[src/rtl/div_ctrl_unit.sv]
// Control wrapper for an iterative SRT4 divider: captures RV64 DIV/DIVU/REM/REMU(W) ops,
// short-circuits divide-by-zero and signed overflow, and holds the result until consumed.
module div_ctrl_unit #(
    parameter int WIDTH = 64
) (
    input  logic             clk_i,
    input  logic             rst_n_i,
    input  logic             valid_i,
    output logic             ready_o,
    input  logic [1:0]       op_i,
    input  logic             word_i,
    input  logic [WIDTH-1:0] rs1_i,
    input  logic [WIDTH-1:0] rs2_i,
    output logic             valid_o,
    input  logic             ready_i,
    output logic [WIDTH-1:0] result_o,
    input  logic             flush_i,
    output logic             div_start_o,
    output logic             div_sign_o,
    output logic [WIDTH-1:0] div_divd_o,
    output logic [WIDTH-1:0] div_div_o,
    input  logic [WIDTH-1:0] div_q_i,
    input  logic [WIDTH-1:0] div_rem_i,
    input  logic             div_finish_i
);

    localparam logic [1:0] IDLE  = 2'd0;
    localparam logic [1:0] START = 2'd1;
    localparam logic [1:0] WAIT  = 2'd2;
    localparam logic [1:0] DONE  = 2'd3;

    logic [1:0]       r_state;
    logic             r_sign;
    logic             r_word;
    logic             r_rem;
    logic [WIDTH-1:0] r_divd;
    logic [WIDTH-1:0] r_div;
    logic [WIDTH-1:0] r_result;

    logic             w_signed;
    logic             w_accept;
    logic [WIDTH-1:0] w_divd_ext;
    logic [WIDTH-1:0] w_div_ext;
    logic [WIDTH-1:0] w_min;
    logic             w_div_zero;
    logic             w_ovf;
    logic [WIDTH-1:0] w_spec_res;

    // DIV and REM are the signed ops (op_i[0] == 0)
    assign w_signed   = ~op_i[0];
    assign w_divd_ext = word_i ? {{(WIDTH-32){w_signed & rs1_i[31]}}, rs1_i[31:0]} : rs1_i;
    assign w_div_ext  = word_i ? {{(WIDTH-32){w_signed & rs2_i[31]}}, rs2_i[31:0]} : rs2_i;
    assign w_min      = word_i ? {{(WIDTH-31){1'b1}}, {31{1'b0}}} : {1'b1, {(WIDTH-1){1'b0}}};

    assign w_div_zero = (w_div_ext == '0);
    assign w_ovf      = w_signed && (w_divd_ext == w_min) && (w_div_ext == '1);

    always_comb begin
        w_spec_res = '0;
        if (w_div_zero) begin
            w_spec_res = op_i[1] ? w_divd_ext : '1;
        end else begin
            w_spec_res = op_i[1] ? '0 : w_divd_ext;
        end
    end

    assign ready_o  = (r_state == IDLE);
    assign w_accept = valid_i && ready_o && !flush_i;

    always_ff @(posedge clk_i or negedge rst_n_i) begin
        if (!rst_n_i) begin
            r_state  <= IDLE;
            r_sign   <= 1'b0;
            r_word   <= 1'b0;
            r_rem    <= 1'b0;
            r_divd   <= '0;
            r_div    <= '0;
            r_result <= '0;
        end else if (flush_i) begin
            r_state <= IDLE;
        end else begin
            case (r_state)
                IDLE: begin
                    if (w_accept) begin
                        r_sign <= w_signed;
                        r_word <= word_i;
                        r_rem  <= op_i[1];
                        r_divd <= w_divd_ext;
                        r_div  <= w_div_ext;
                        if (w_div_zero || w_ovf) begin
                            r_result <= w_spec_res;
                            r_state  <= DONE;
                        end else begin
                            r_state <= START;
                        end
                    end
                end
                START: r_state <= WAIT;
                // The divider may already be done in the first WAIT cycle
                WAIT: begin
                    if (div_finish_i) begin
                        r_result <= r_rem ? div_rem_i : div_q_i;
                        r_state  <= DONE;
                    end
                end
                DONE: begin
                    if (ready_i) begin
                        r_state <= IDLE;
                    end
                end
                default: r_state <= IDLE;
            endcase
        end
    end

    assign valid_o     = (r_state == DONE);
    assign div_start_o = (r_state == START);
    assign div_sign_o  = r_sign;
    assign div_divd_o  = r_divd;
    assign div_div_o   = r_div;
    assign result_o    = r_word ? {{(WIDTH-32){r_result[31]}}, r_result[31:0]} : r_result;

endmodule

[config.mk]
export PLATFORM = sky130hd
export DESIGN_NAME = div_ctrl_unit
export DESIGN_NICKNAME = d
export VERILOG_FILES = /design/src/rtl/div_ctrl_unit.sv
export SDC_FILE = /design/constraint.sdc
export NUM_CORES = 1
export LEC_CHECK = 0
export CAP_MARGIN = 20
export CORE_AREA = 5 5 178 180
export DETAILED_ROUTE_END_ITERATION = 12
export DIE_AREA = 0 0 183 185
export GPL_TIMING_DRIVEN = 0
export HOLD_SLACK_MARGIN = 0.03
export PLACE_DENSITY = 0.72
export SKIP_CTS_REPAIR_TIMING = 1
export SLEW_MARGIN = 10
export SYNTH_ARGS = -nofsm -noshare
export SYNTH_HDL_FRONTEND = slang
export SYNTH_SLANG_ARGS = --single-unit
export TNS_END_PERCENT = 50
[constraint.sdc]
create_clock -name clk_i -period 2.41 [get_ports clk_i]
set_clock_uncertainty 0.2 [all_clocks]
set_input_delay 0.482 -clock clk_i [delete_from_list [all_inputs] [get_ports clk_i]]
set_output_delay 0.482 -clock clk_i [all_outputs]
set_load 0.1 [all_outputs]
# After elaboration in Yosys (flattened, before gate mapping)
# Index checks and enable logic that the tools add are counted.
dict set report op_classes {
  eq_ne 11
  mux 18
  n_bitwise 4
  n_reduce_logical 12
}
# cell n
set ops {}
lappend ops {{$mux 64} 10}
lappend ops {{$pmux 64 s2} 1}
lappend ops {{$eq 64x64->1} 1}
lappend ops {{$eq 64x64->1 const B} 1}
lappend ops {{$logic_not 64->1} 1}
lappend ops {{$mux 63} 1}
lappend ops {{$mux 2} 5}
lappend ops {{$pmux 2 s4} 1}
lappend ops {{$ne 3x1->1 const B} 2}
lappend ops {{$reduce_and 3->1} 2}
lappend ops {{$reduce_and 5->1} 1}
lappend ops {{$eq 2x2->1 const B} 2}
lappend ops {{$logic_and 1x1->1} 4}
lappend ops {{$ne 2x1->1 const B} 2}
lappend ops {{$ne 3x3->1 const B} 1}
lappend ops {{$and 1x1->1} 2}
lappend ops {{$eq 2x1->1 const B} 1}
lappend ops {{$logic_not 2->1} 1}
lappend ops {{$ne 2x2->1 const B} 1}
lappend ops {{$not 1->1} 2}
lappend ops {{$reduce_bool 2->1} 1}
lappend ops {{$logic_not 1->1} 1}
lappend ops {{$logic_or 1x1->1} 1}
dict set report totals {
  register_bits 197
  in_bits 265
  output_inout_bits 196
  elab_cells 52
}

# Depth between registers and ports, before layout
dict set report depth {
  word_depth 11
  depth_mapped 8
}

# Worst setup path after synthesis
# Ideal clock, no wire load.
dict set report synth_timing {
  path_type {reg2out}
  from {register r_word}
  to {output port result_o[54]}
  arrival_time_ns 2.716
  required_ns 1.728
  slack_ns -0.988
  stages_incl_launch_ff 3
  n_path_buf 1
  path_cell_list {dfrtp_1 > clkbuf_1 > o21ai_0}
}
dict set report synth_via {
  elab_chain_cells 1
}
# element line_no
set synth_rtl {}
lappend synth_rtl {{from (decl)} 34} ;# logic r_word;
lappend synth_rtl {{from (signal assigned)} 86} ;# r_word <= word_i;
lappend synth_rtl {{$mux 64} 121} ;# assign result_o = r_word ? {{(WIDTH-32){r_result[31]}}, r_result[31:0]} : r_result;
lappend synth_rtl {{to (decl)} 16} ;# output logic [WIDTH-1:0] result_o,
# Every way passes these cells.

# Final worst setup path
dict set report layout_timing {
  from {input port rs1_i[39]}
  to {register r_result[24]}
}
dict set report layout_via {
  elab_chain_cells 7
}
# element line_no
set layout_rtl {}
lappend layout_rtl {{from (decl)} 12} ;# input logic [WIDTH-1:0] rs1_i,
lappend layout_rtl {{$mux 64} 51} ;# assign w_divd_ext = word_i ? {{(WIDTH-32){w_signed & rs1_i[31]}}, rs1_i[31:0]} : rs1_i;
lappend layout_rtl {{$eq 64x64->1} 56} ;# assign w_ovf = w_signed && (w_divd_ext == w_min) && (w_div_ext == '1);
lappend layout_rtl {{$logic_and 1x1->1 (2 in series)} 56}
lappend layout_rtl {{$logic_or 1x1->1} 90} ;# if (w_div_zero || w_ovf) begin
lappend layout_rtl {{$ne 2x1->1 (no source line)} -}
lappend layout_rtl {{$reduce_and 5->1 (no source line)} -}
lappend layout_rtl {{to (signal assigned)} 91} ;# r_result <= w_spec_res;
lappend layout_rtl {{to (signal assigned)} 102} ;# r_result <= r_rem ? div_rem_i : div_q_i;
lappend layout_rtl {{to (decl)} 38} ;# logic [WIDTH-1:0] r_result;
# Every way passes these cells.
# A chain may end at the register's enable or synchronous reset.

==> impl_metrics.csv <==
group,metric,value,unit
worst_setup_path,critPathKind,"primary input to flop",
synthesis,synthCells,1066,
cells_and_area,layoutNonFillerInstCount,1992,
synthesis,synth.avg_cell_area,10.1,um2
timing,max_freq,355,MHz
synthesis,synth_seq_cells,197,
placement,routabilityCongestion,0.897,
worst_setup_path,cpPeakStageDelay,0.49,ns
global_routing,first_global_vias,11103,
clock_tree,cts_tree,"built",
routing,route.final.wire_length,47600,um
global_routing,grt_max_degree,85,
routing,drt_iter0_drc,754,
hold_path,hold_path.class,"primary input to flop",
cells_and_area,syn_to_final_growth,67.3,%
routing,vias,10967,
clock_tree,cts_root_buf,"clkbuf_16",
synthesis,syn_nets,1335,
die,start_util,36.0,%
synthesis,synth_edf_count,0,
synthesis,synthDistinctLibCells,43,
routing,drc,0,
die,die-area,33900,um2
clock_tree,clk_path_buf_depth,2,
routing,vias_per_cell,5.51,
cells_and_area,finish.utilization,60.3,%
routing,wl_per_cell,23.9,um
synthesis,ys_seq_area_share,45.6,%
synthesis,synthesis.area,10800,um2
worst_setup_path,end_kind,"flop",
clock_tree,htree_levels,4,
timing,worst_slew_pin_slew,1.07,ns
run,drv_cap,0,
placement,dp.cells,1924,
timing,drv_slew,0,
worst_setup_path,crit_required,2.53,ns
timing,post-route-min-period,2.82,ns
global_routing,grt_usage,25.8,%
worst_setup_path,startpoint_type,"primary input",
routing,dr.pass1.iters,7,
worst_setup_path,path_cells,"buf_8, nor4_4, nand4_1, o41ai_4, o2111ai_4, a21oi_4, clkbuf_16, buf_12, mux2_2",
synthesis,ys_warn_count,0,
worst_setup_path,path_delay_family,"compound AO/OA/AOI/OAI gates",
timing,fin_crit_sh,117,%
placement,port_buffers,460,
placement,post-place-ws,-1.75,ns
clock_tree,clk_latency,0.44,ns
outcome,outcome,"finished with violations",
die,core_region_area,30000,um2
timing,rsz0062_at_grt,"yes",
clock_tree,cts.clk_slew.worst_paths,0.08,ns
timing,setup_ws,-0.410,ns
die,die_y,185,um
die,fp.dieW,183,um
global_routing,grt_pass1_wl,66900,um
die,rows,64,
clock_tree,cts.sinks,197,
cells_and_area,drive_gt1_share,30.2,%
cells_and_area,nets,1845,
global_routing,grt_antenna_before_repair,5,
worst_setup_path,cp.arrival,2.95,ns
worst_setup_path,cp_max_fo,5,
timing,hold_ws,0.0745,ns
die,ios,461,
routing,ant_nets,0,
timing,setup_viol,108,
synthesis,synthArstFlopShare,100,%
global_routing,grt_remaining_overflow,0,
synthesis,synth_ff_type,"dfrtp_1",
outcome,failed_checks,"setup timing",
timing,relSlewSlack,28.8,%
placement,hpwl,35900,um
clock_tree,numCtsBuffers,17,
worst_setup_path,critical_path_buf_inv_count,3,
worst_setup_path,crit_slowest_cell,"o41ai_4",
timing,hold_violations,0,
[stage by stage]
| step | setup TNS, ns | cell area (um2) |
|---|---|---|
| 6_report | -33.79 | 18100 |
| 5_1_grt | -37.00 | 18100 |
| 4_1_cts | -212.84 | 16600 |
| 3_5_place_dp | -230.23 | 16000 |
| 3_3_place_gp | -1806.24 | 16000 |
| 2_1_floorplan | -24.38 | 10900 |
[logic make-up after synthesis]
group	count (synthesis)	synth area share (%)
AOI/OAI and AO/OA	336	18.9
adders and majority gates	4	0.463
buffers and inverters	160	7.09
DFF	197	45.6
muxes	192	20.0
and+or+nand+nor	177	8.02
[synthesized netlist by cell type (all sizes together) (4+ instances only)]
cell type / count / area (um2)
o21ai: 100 / 500
mux2: 160 / 1840
a22o: 32 / 280
a211oi: 33 / 248
clkbuf: 82 / 308
nand2: 104 / 390
buf: 41 / 320
nand4: 14 / 87.6
dfrtp: 197 / 4930
o31ai: 32 / 240
nor4: 30 / 188
a21oi: 99 / 507
inv: 36 / 135
a31oi: 32 / 200
mux2i: 32 / 320
ha: 4 / 50.1
nor2: 6 / 22.5
[layer usage]
layer / wire [um] / GRT usage (%)
met1: 19200 / 32.9
met2: 23000 / 42.1
met3: 3950 / 7.80
met4: 1400 / 8.91
met5: 0 / 0
[sequential cells by signal (all words and copies together) (netlist names)]
| register | flops |
|---|---|
| div_div_o | 64 |
| div_divd_o | 64 |
| div_sign_o | 1 |
| r_rem | 1 |
| r_result | 64 |
| r_state | 2 |
| r_word | 1 |
[final cells by class]
| type | count | area (um2) |
|---|---|---|
| fillers | 2571 | 11900 |
| multi-input cells | 709 | 5800 |
| repair buffers | 492 | 5380 |
| flip-flops and latches | 197 | 4930 |
| plain buffers | 122 | 754 |
| well taps | 396 | 495 |
| clock buffers | 20 | 457 |
| inverters | 37 | 143 |
| clock inverters | 12 | 118 |
| diodes | 7 | 17.5 |
[placed cells by master, fill, tap and decap left out, types with 19 or more instances in the layout]
master,netlist,routed
inv_1,36,34
clkdlybuf4s50_1,0,199
a31oi_1,32,32
nand2_1,104,103
dfrtp_1,197,196
o21ai_0,100,67
a211oi_1,33,32
buf_4,32,87
buf_12,0,22
o31ai_1,32,32
mux2_4,10,60
clkbuf_16,0,25
clkbuf_1,82,39
dlymetal6s2s_1,0,158
clkbuf_2,0,60
a21oi_1,98,96
a22o_1,32,32
mux2i_1,32,32
buf_6,6,19
mux2_2,143,100
[path summary, 6_finish.rpt]
| path | from | endpoint | slack, ns | cells after the start |
|---|---|---|---|---|
| max | rs1_i[39] | r_result[24]$_DFFE_PN0P_ | -0.41 | 9 |
| min | rs2_i[30] | div_div_o[30]$_DFFE_PN0P_ | 0.07 | 2 |
| max reg2reg | r_state[0]$_DFFE_PN0P_ | r_result[24]$_DFFE_PN0P_ | -0.25 | 9 |
| min reg2reg | div_divd_o[49]$_DFFE_PN0P_ | div_divd_o[49]$_DFFE_PN0P_ | 0.28 | 2 |
| max in group asynchronous | rst_n_i | r_word$_DFFE_PN0P_ | 0.74 | 3 |
| min in group asynchronous | rst_n_i | div_divd_o[6]$_DFFE_PN0P_ | 0.38 | 2 |
Power is not shown: default switching activity piles up to over one toggle a cycle in this logic, so the estimate is an artifact.
